File: src/rtl/wb_bram_port.sv
// wb_bram_port: Wishbone B4 pipelined slave driving one block-RAM port.
// Full words stream at one per clock; partial writes use read-modify-write.
module wb_bram_port #(
    parameter int DATA_WIDTH = 32,
    parameter int ADDR_WIDTH = 10
) (
    input  logic                    i_clk,
    input  logic                    i_reset,
    input  logic                    i_wb_cyc,
    input  logic                    i_wb_stb,
    input  logic                    i_wb_we,
    input  logic [ADDR_WIDTH-1:0]   i_wb_addr,
    input  logic [DATA_WIDTH-1:0]   i_wb_data,
    input  logic [DATA_WIDTH/8-1:0] i_wb_sel,
    output logic                    o_wb_stall,
    output logic                    o_wb_ack,
    output logic [DATA_WIDTH-1:0]   o_wb_data,
    output logic                    o_en,
    output logic                    o_we,
    output logic [ADDR_WIDTH-1:0]   o_addr,
    output logic [DATA_WIDTH-1:0]   o_din,
    input  logic [DATA_WIDTH-1:0]   i_dout
);

    localparam int SelWidth = DATA_WIDTH / 8;

    typedef enum logic [1:0] {
        IDLE,
        RMW_RD,
        RMW_MRG,
        RMW_WR
    } state_t;

    // Per-request tracking through the two-cycle RAM latency.
    typedef struct packed {
        logic valid;
        logic isRead;
    } tag_t;

    state_t state;
    state_t stateNext;

    tag_t tag1;
    tag_t tag2;

    logic accept;
    logic selFull;
    logic selNone;
    logic isRead;
    logic isFullWr;
    logic isNullWr;
    logic isPartWr;

    logic [ADDR_WIDTH-1:0] rmwAddr;
    logic [DATA_WIDTH-1:0] rmwData;
    logic [SelWidth-1:0]   rmwSel;
    logic [DATA_WIDTH-1:0] merged;

    logic                  enD;
    logic                  weD;
    logic [ADDR_WIDTH-1:0] addrD;
    logic [DATA_WIDTH-1:0] dinD;

    // Classify the request presented this cycle; only one class is live.
    always_comb begin
        accept   = i_wb_cyc & i_wb_stb & ~o_wb_stall;
        selFull  = &i_wb_sel;
        selNone  = ~|i_wb_sel;
        isRead   = accept & ~i_wb_we;
        isFullWr = accept & i_wb_we & selFull;
        isNullWr = accept & i_wb_we & selNone;
        isPartWr = accept & i_wb_we & ~selFull & ~selNone;
    end

    // Byte merge of the latched write data over the word just read back.
    always_comb begin
        merged = '0;
        for (int k = 0; k < SelWidth; k++) begin
            merged[8*k +: 8] = rmwSel[k] ? rmwData[8*k +: 8]
                                         : i_dout[8*k +: 8];
        end
    end

    // FSM state register.
    always_ff @(posedge i_clk or posedge i_reset) begin
        if (i_reset) begin
            state <= IDLE;
        end else begin
            state <= stateNext;
        end
    end

    // FSM next state; dropping the cycle abandons an unissued RMW write.
    always_comb begin
        stateNext = state;
        unique case (state)
            IDLE:    if (isPartWr) stateNext = RMW_RD;
            RMW_RD:  stateNext = i_wb_cyc ? RMW_MRG : IDLE;
            RMW_MRG: stateNext = i_wb_cyc ? RMW_WR : IDLE;
            RMW_WR:  stateNext = IDLE;
            default: stateNext = IDLE;
        endcase
    end

    // FSM outputs: next value of the RAM port request.
    always_comb begin
        enD   = 1'b0;
        weD   = 1'b0;
        addrD = o_addr;
        dinD  = o_din;
        unique case (1'b1)
            (state == RMW_MRG) && i_wb_cyc: begin
                enD   = 1'b1;
                weD   = 1'b1;
                addrD = rmwAddr;
                dinD  = merged;
            end
            isRead || isFullWr: begin
                enD   = 1'b1;
                weD   = i_wb_we;
                addrD = i_wb_addr;
                dinD  = i_wb_data;
            end
            isPartWr: begin
                enD   = 1'b1;
                weD   = 1'b0;
                addrD = i_wb_addr;
            end
            default: ;
        endcase
    end

    // Registered RAM port and stall.
    always_ff @(posedge i_clk or posedge i_reset) begin
        if (i_reset) begin
            o_en       <= 1'b0;
            o_we       <= 1'b0;
            o_addr     <= '0;
            o_din      <= '0;
            o_wb_stall <= 1'b0;
        end else begin
            o_en       <= enD;
            o_we       <= weD;
            o_addr     <= addrD;
            o_din      <= dinD;
            o_wb_stall <= (stateNext != IDLE);
        end
    end

    // Hold the partial write while the old word is fetched.
    always_ff @(posedge i_clk or posedge i_reset) begin
        if (i_reset) begin
            rmwAddr <= '0;
            rmwData <= '0;
            rmwSel  <= '0;
        end else if (isPartWr) begin
            rmwAddr <= i_wb_addr;
            rmwData <= i_wb_data;
            rmwSel  <= i_wb_sel;
        end
    end

    // Ack pipeline; an abort flushes every outstanding ack.
    always_ff @(posedge i_clk or posedge i_reset) begin
        if (i_reset) begin
            tag1      <= '0;
            tag2      <= '0;
            o_wb_ack  <= 1'b0;
            o_wb_data <= '0;
        end else if (!i_wb_cyc) begin
            tag1     <= '0;
            tag2     <= '0;
            o_wb_ack <= 1'b0;
        end else begin
            tag1.valid  <= isRead | isFullWr | isNullWr;
            tag1.isRead <= isRead;
            tag2        <= tag1;
            o_wb_ack    <= tag2.valid | (state == RMW_WR);
            if (tag2.valid && tag2.isRead) begin
                o_wb_data <= i_dout;
            end
        end
    end

endmodule

File: config.mk
export PLATFORM = sky130hd
export DESIGN_NAME = wb_bram_port
export DESIGN_NICKNAME = d
export VERILOG_FILES = /design/src/rtl/wb_bram_port.sv
export SDC_FILE = /design/constraint.sdc
export NUM_CORES = 1
export LEC_CHECK = 0
export CAP_MARGIN = 15
export CORE_MARGIN = 2
export CORE_UTILIZATION = 52
export CTS_CLUSTER_DIAMETER = 80
export DETAILED_ROUTE_END_ITERATION = 8
export PLACE_DENSITY = 0.87
export SLEW_MARGIN = 20
export SYNTH_ARGS = -nofsm -noshare
export SYNTH_HDL_FRONTEND = slang
export SYNTH_SLANG_ARGS = --single-unit
File: constraint.sdc
create_clock -name i_clk -period 10.77 [get_ports i_clk]
set_clock_uncertainty 0.05 [all_clocks]
set_input_delay 1.077 -clock i_clk [delete_from_list [all_inputs] [get_ports i_clk]]
set_output_delay 1.077 -clock i_clk [all_outputs]
set_load 0.005 [all_outputs]
## Yosys cells after proc, flatten, opt, wreduce, memory -nomap -nowiden

Cells that the tools add are included.
Widths: inputs -> output; s select.

| cells by class | value |
|---|---|
| multiplexer cells | 15 |
| bitwise logic cells | 14 |
| reduce and logical (&&, ||, !) cells | 13 |
| eq/ne operators | 3 |

Operators by type and width:

| kind | count |
|---|---|
| $pmux 32 s2 | 1 |
| $mux 8 | 4 |
| $pmux 10 s2 | 1 |
| $mux 2 | 5 |
| $and 1x1->1 | 8 |
| $pmux 2 s4 | 1 |
| $reduce_bool 2->1 | 3 |
| $eq 2x2->1 const B | 2 |
| $reduce_and 4->1 | 1 |
| $reduce_or 4->1 | 1 |
| $not 1->1 | 3 |
| $or 1x1->1 | 3 |
| $reduce_or 3->1 | 1 |
| $eq 2x1->1 const B | 1 |
| $logic_and 1x1->1 | 2 |
| $logic_not 2->1 | 1 |
| $mux 1 | 2 |
| $pmux 1 s2 | 1 |
| $reduce_and 2->1 | 1 |
| $reduce_or 2->1 | 1 |
| $logic_not 1->1 | 1 |
| $logic_or 1x1->1 | 1 |

| storage, ports and cells | value |
|---|---|
| input port bits | 83 |
| bits in registers | 130 |

## Longest topological paths before layout

Gate-level depths: netlist of run 1.

| depth | value |
|---|---|
| depth after elaboration | 8 |
| gate-level depth with buffers | 5 |
| depth with buffers taken out | 3 |

## Worst setup path before layout of run 1

Ideal clock, no wire load.

| timing path | value |
|---|---|
| kind | input to register |
| start | input port i_wb_stb |
| end | register rmwData[9] |
| data required time | 10.592 ns |
| arrival | 2.111 ns |
| slack | 8.482 ns |
| setup time | 0.128 ns |
| cell stages on the path | 5 |
| path through | nand4b_1 > nor3b_2 > buf_6 > buf_8 > mux2_1 |

| on the way | value |
|---|---|
| word-level cells in the longest chain between the ends | 5 |

RTL lines:

| what | line | source |
|---|---|---|
| start, declared | 10 | `input logic i_wb_stb,` |
| $and 1x1->1 (2 in series) | 66 | `accept = i_wb_cyc & i_wb_stb & ~o_wb_stall;` |
| $and 1x1->1 (3 in series) | 72 | `isPartWr = accept & i_wb_we & ~selFull & ~selNone;` |
| end signal, assigned | 158 | `rmwData <= i_wb_data;` |
| end, declared | 55 | `logic [DATA_WIDTH-1:0] rmwData;` |

Every way passes these cells.
A chain may end at the register's enable or synchronous reset.

## Worst setup path after layout of run 1

| timing path | value |
|---|---|
| start | input port i_wb_cyc |
| end | register rmwData[16] |

| on the way | value |
|---|---|
| word-level cells in the longest chain between the ends | 5 |

RTL lines:

| what | line | source |
|---|---|---|
| start, declared | 9 | `input logic i_wb_cyc,` |
| $and 1x1->1 (2 in series) | 66 |  |
| $and 1x1->1 (3 in series) | 72 |  |

Every way passes these cells.

==> qor.csv, run 1 <==
metric;value;unit
status;finished clean;
drt_iter0_markers;103;
cpPeakStageDelay;0.63;ns
p_switching;0.000434;W
setup_violations;0;
critPathSlowestCell;clkdlybuf4s50_1;
drv_slew;0;
regArea;3250;sq um
p_per_area;219;nW/um^2
slew_headroom;41.0;%
syn_area;5900;sq um
start_kind;input port;
cts.sinks;130;
async_reset_ff_share;100;%
dieHeight;111;um
fin_crit;3.02;ns
htree_levels;4;
cts_made_buffers;17;
finalSetupTns;0;ns
hold_viol_final;0;
cp.required;11.02;ns
final_cell_area;8060;sq um
p_sw_share;24.5;%
cts.path.max_buffers;2;
antenna_found_initial;0;
pin_count;161;
cp_top_family;buffers and inverters;
final_nets;615;
row_count;38;
synth_flop_cell;dfrtp_1;
wl_per_cell;19.7;um
fillCellCount;739;
syn-num-nets;454;
area_growth;36.6;%
drv.max_cap_violation_count;0;
syn_area_per_cell;15.9;sq um
holdBufCountCts;0;
multi_input_area;2510;sq um
ys_warn_count;0;
dpl.hpwl;8970;um
ant_nets;0;
insertedDiodeCount;0;
wl;13400;um
total_power;0.00177;W
portBuffers;160;
max_freq;331;MHz
comb_power_share;31.7;%
seqPwrFrac;40.6;%
netlist_top_cells_area;dfrtp_1 (55%), mux2_2 (28%), mux2_4 (9.7%);
synth_top_cell_area_share;55.1;%
crit_path_end_kind;register;
cellLeakagePower;3.51;nW
synth_commonest_cells;mux2_2 (147), dfrtp_1 (130), mux2_4 (38);
drive_above_1_share;39.7;%
internal-power;0.00134;W
path_max_fanout;48;
gp_congestion;0.776;
grt-ovfl-total;0;
worstHoldPathType;register to register;
rsz0062_at_grt;false;
start_util;53.9;%
ir_worst_vdd;0.158;mV
synth_top_cell_by_area;dfrtp_1;
drc;0;
die_w;111;um
clkTransAtPathRegs;0.05;ns
worstSetupPathType;input port to register;
post-synth-top-count-cell;mux2_2;
num_vias;3715;
first_pass_iters;4;
fin_crit_sh;28.0;%
clock_latency;0.41;ns
synth_seq_cells;130;
worstMarginPinSlew;0.884;ns
path_buf_inv;2;
power_frac_clock;27.7;%
via_per_inst;5.47;
cts_tree;yes;
grt_pass1_vias;4206;
ctsResizeCount;0;
die_area;12200;sq um
syn_inst;371;
post-cts-setup-buffers;0;
ys_seq_area_share;55.1;%
grt_first_pass_wirelength;21700;um
grt_max_degree;90;
cp_cell_sequence;clkdlybuf4s50_1 -> nand4b_1 -> nor3b_4 -> buf_4 -> mux2_2;
crit_arrival;3.27;ns
gr-usage-all-layers;22.8;%
synth_edf_count;0;
placed_area;7560;sq um
synth_cell_types;30;
clockRootBuffer;clkbuf_16;
fp.coreArea;10900;sq um
## flip-flops by register name, indices dropped and copies added, names as in the netlist, 2 cells and up
register and cells:
o_din 32, o_wb_data 32, rmwData 32, o_addr 10, rmwAddr 10, rmwSel 4
state 2, tag1 2, tag2 2
## layout by cell type, fill, tap and decap left out, types with 2 or more instances in the layout
| cell | Yosys | layout |
|---|---|---|
| dfrtp_1 | 130 | 130 |
| clkbuf_1 | 2 | 5 |
| mux2_1 | 6 | 6 |
| nand3b_1 | 2 | 2 |
| o22a_1 | 3 | 3 |
| a21o_1 | 4 | 4 |
| mux2_2 | 147 | 147 |
| buf_4 | 2 | 2 |
| clkdlybuf4s50_1 | 0 | 160 |
| mux2_4 | 38 | 38 |
| and2_1 | 3 | 3 |
| clkbuf_8 | 0 | 3 |
| clkbuf_16 | 0 | 17 |
| nor2_1 | 2 | 2 |
## area by class of cell
type / count / area share, %
inverter: 1 / 0.0776
multi-input combinational: 219 / 31.1
timing repair buffer: 163 / 20.2
clock inverter: 1 / 0.0621
clock buffer: 25 / 6.02
sequential: 130 / 40.4
tap: 140 / 2.17
## kinds of logic after synthesis
group,count (synthesis),synth area share [%]
XOR/XNOR,1,0.148
AO/OA/AOI/OAI,10,1.23
buffers and inverters,22,2.59
AND/OR/NAND/NOR,17,2.01
multiplexers,191,38.9
flip-flops,130,55.1
## through the flow
step                utilization (%)  hold slack (ns)  cells  worst slack [ns]
detailed placement             69.2            0.403    653              7.18
global route                   73.7            0.435    679              7.63
floorplan                         -            0.384    371              6.17
CTS                            73.7            0.417    679              7.61
global placement               69.2            0.392    653              7.22
finish                         73.7            0.415    679              7.75
## power by group through the flow
stage | Combinational [W] | Sequential (W) | Clock [W]
6_report | 0.000561 | 0.000719 | 0.000489
5_1_grt | 0.000599 | 0.000735 | 0.000520
4_1_cts | 0.000569 | 0.000720 | 0.000497
3_5_place_dp | 0.000562 | 0.000724 | 0
3_3_place_gp | 0.000539 | 0.000716 | 0
2_1_floorplan | 0.000315 | 0.000700 | 0
## final timing paths
check,slack (ns),endpoint,cells past startpoint,from
setup / recovery,7.75,rmwData[16],5,i_wb_cyc
hold / removal,0.42,tag2[0],1,tag1[0]
setup reg to reg,8.64,rmwData[16],4,o_wb_stall
hold reg to reg,0.42,tag2[0],1,tag1[0]
max in group asynchronous,8.46,rmwData[28],3,i_reset
min in group asynchronous,1.04,o_din[18],2,i_reset
## layer usage
| metal | wire length, um | vias up | global-route usage (%) |
|---|---|---|---|
| met5 | 0 | - | 0 |
| met4 | 367 | 0 | 9.58 |
| met3 | 698 | 23 | 7.74 |
| met2 | 7010 | 109 | 39.5 |
| met1 | 5330 | 1927 | 25.6 |
| li1 | - | 1656 | - |
Power figures use the tool's default switching activity.
==> inputs of run 2 (changes only) <==
--- a/config.mk
+++ b/config.mk
@@ -7,10 +7,10 @@
 export LEC_CHECK = 0
 export CAP_MARGIN = 15
 export CORE_MARGIN = 2
-export CORE_UTILIZATION = 52
+export CORE_UTILIZATION = 44
 export CTS_CLUSTER_DIAMETER = 80
 export DETAILED_ROUTE_END_ITERATION = 8
-export PLACE_DENSITY = 0.87
+export PLACE_DENSITY = 0.79
 export SLEW_MARGIN = 20
 export SYNTH_ARGS = -nofsm -noshare
 export SYNTH_HDL_FRONTEND = slang
==> constraint.sdc (replaced) <==
create_clock -name i_clk -period 2.56 [get_ports i_clk]
set_clock_uncertainty 0.05 [all_clocks]
set_input_delay 0.256 -clock i_clk [delete_from_list [all_inputs] [get_ports i_clk]]
set_output_delay 0.256 -clock i_clk [all_outputs]
set_load 0.005 [all_outputs]
==> run 2 against run 1 <==
Via count decreased by 0.32%. Clock-buffer cell count decreased by 3. Combinational power increased to 4.2 times the previous value. Final cell count rose by 7.1%. Largest power group unchanged. Sequential cell count unchanged. Clock power rose to 5.3 times the previous value. Final area grew 3.5%. Critical path type unchanged. Critical endpoint is now rmwData[27]. Worst hold slack got worse by 0.14 ns.
==> qor.csv, run 2 (synthesis gave the netlist of run 1 again) <==
metric;value;unit;change
ctsResizeCount;0;;unchanged
ir_worst_vdd;0.429;mV;was 0.158 mV
multi_input_area;2510;sq um;about the same
holdWs;0.273;ns;was 0.415 ns
dpl.hpwl;9270;um;was 8970 um
final_cell_mix;clkdlybuf4s50_1 (160), mux2_2 (147), dfrtp_1 (130);;unchanged
cp.required;2.80;ns;was 11.02 ns
rsz0062_at_grt;false;;unchanged
drc;0;;unchanged
regArea;3250;sq um;unchanged
start_kind;input port;;unchanged
grt-ovfl-total;0;;unchanged
fillCellCount;958;;was 739
die_w;120;um;was 111 um
cts.sinks;130;;unchanged
clock_latency;0.40;ns;was 0.41 ns
gp_congestion;0.768;;was 0.776
antenna_found_initial;0;;unchanged
status;finished clean;;unchanged
seqPwrFrac;38.1;%;was 40.6%
portBuffers;160;;unchanged
pin_count;161;;unchanged
fp.coreArea;13200;sq um;was 10900 sq um
holdBufCountCts;0;;unchanged
grt_first_pass_wirelength;21800;um;was 21700 um
grt_max_degree;86;;was 90
drv_slew;0;;unchanged
htree_levels;4;;unchanged
p_per_area;953;nW/um^2;was 219 nW/um^2
drive_above_1_share;41.7;%;was 39.7%
worstMarginPinSlew;0.605;ns;was 0.884 ns
fin_crit;1.92;ns;
row_count;42;;was 38
insertedDiodeCount;0;;unchanged
cts_tree;yes;;unchanged
hold_viol_final;0;;unchanged
start_util;44.7;%;was 53.9%
wl_per_cell;18.2;um;was 19.7 um
dieHeight;120;um;was 111 um
drt_iter0_markers;115;;was 103
via_per_inst;5.09;;was 5.47
final_nets;621;;was 615
cellLeakagePower;3.63;nW;was 3.51 nW
num_vias;3703;;was 3715
path_max_fanout;22;;was 48
power_frac_clock;32.4;%;was 27.7%
internal-power;0.00608;W;was 0.00134 W
worstHoldPathType;input port to async pin;;was register to register
max_freq;521;MHz;
total_power;0.00795;W;was 0.00177 W
worst_r2r_startpoint;o_wb_stall;;unchanged
first_pass_iters;4;;unchanged
clkTransAtPathRegs;0.05;ns;about the same
p_sw_share;23.6;%;was 24.5%
final_common_cell;clkdlybuf4s50_1;;unchanged
crit_arrival;2.16;ns;was 3.27 ns
clockRootBuffer;clkbuf_16;;unchanged
comb_power_share;29.5;%;was 31.7%
top_regs;o_din: 32 flops, o_wb_data: 32 flops, rmwData: 32 flops;;unchanged
finalSetupTns;0;ns;unchanged
post-cts-setup-buffers;0;;unchanged
cts_made_buffers;17;;unchanged
setup_violations;0;;unchanged
startpoint;i_wb_cyc;;unchanged
drv.max_cap_violation_count;0;;unchanged
area_growth;41.4;%;was 36.6%
gr-usage-all-layers;19.6;%;was 22.8%
postLayoutCoreUtil;63.3;%;was 73.7%
worstSetupPathType;input port to register;;unchanged
die_area;14300;sq um;was 12200 sq um
wl;13300;um;was 13400 um
slew_headroom;59.6;%;was 41.0%
crit_path_end_kind;register;;unchanged
ant_nets;0;;unchanged
fin_crit_sh;75.0;%;
grt_pass1_vias;4193;;was 4206
cts.path.max_buffers;2;;unchanged
p_switching;0.00188;W;was 0.000434 W
[run 2: cell types whose count changed in the layout (fill, tap and decap cells not counted), moves of 3 or more]
cell | previous run | this run
clkinv_2 | 1 | 5
bufinv_16 | 0 | 4
buf_12 | 0 | 4
clkbuf_1 | 5 | 1
buf_4 | 2 | 5
[run 2: through the flow]
| step | area, sq um | worst slack, ns | cells |
|---|---|---|---|
| floorplan | 5900 | 0.645 | 371 |
| global placement | 7710 | 0.300 | 695 |
| detailed placement | 7710 | 0.213 | 695 |
| CTS | 8340 | 0.656 | 727 |
| global route | 8340 | 0.544 | 727 |
| finish | 8340 | 0.639 | 727 |
[run 2: worst paths after layout]
check	endpoint	slack (ns)	depth (start not counted)
max in group asynchronous	rmwData[30]	1.72	3
worst max register to register	rmwData[27]	0.68	4
worst min register to register	tag2[1]	0.42	1
min in group i_clk	tag2[1]	0.42	1
worst max-delay path	rmwData[27]	0.64	5
worst min-delay path	o_wb_data[1]	0.27	3
[run 2: final cells by class]
cell class                      instances  share of cell area (%)
Clock buffer                           22                    5.80
Clock inverter                         10                    1.84
Inverter                                1                  0.0900
Multi-Input combinational cell        219                    30.0
Sequential cell                       130                    39.0
Tap cell                              176                    2.64
Timing Repair Buffer                  169                    20.6
[run 2: routing by layer]
metal / global-route usage (%) / wire length (um)
met1: 24.3 / 5590
met2: 33.3 / 6730
met3: 4.99 / 680
met4: 7.28 / 248
met5: 0 / 0
[run 2: critical path: stages]
cell and delay, ns:
clkdlybuf4s50_1 0.61, nand4b_1 0.24, nor3b_4 0.30, buf_4 0.35, mux2_2 0.38
[run 2: power by group through the flow]
| stage | Clock [W] | Combinational [W] | Sequential (W) |
|---|---|---|---|
| after floorplan | 0 | 0.00133 | 0.00294 |
| after global placement | 0 | 0.00227 | 0.00302 |
| after detailed placement | 0 | 0.00236 | 0.00306 |
| after CTS | 0.00263 | 0.00238 | 0.00304 |
| after global routing | 0.00273 | 0.00251 | 0.00311 |
| final | 0.00258 | 0.00235 | 0.00303 |
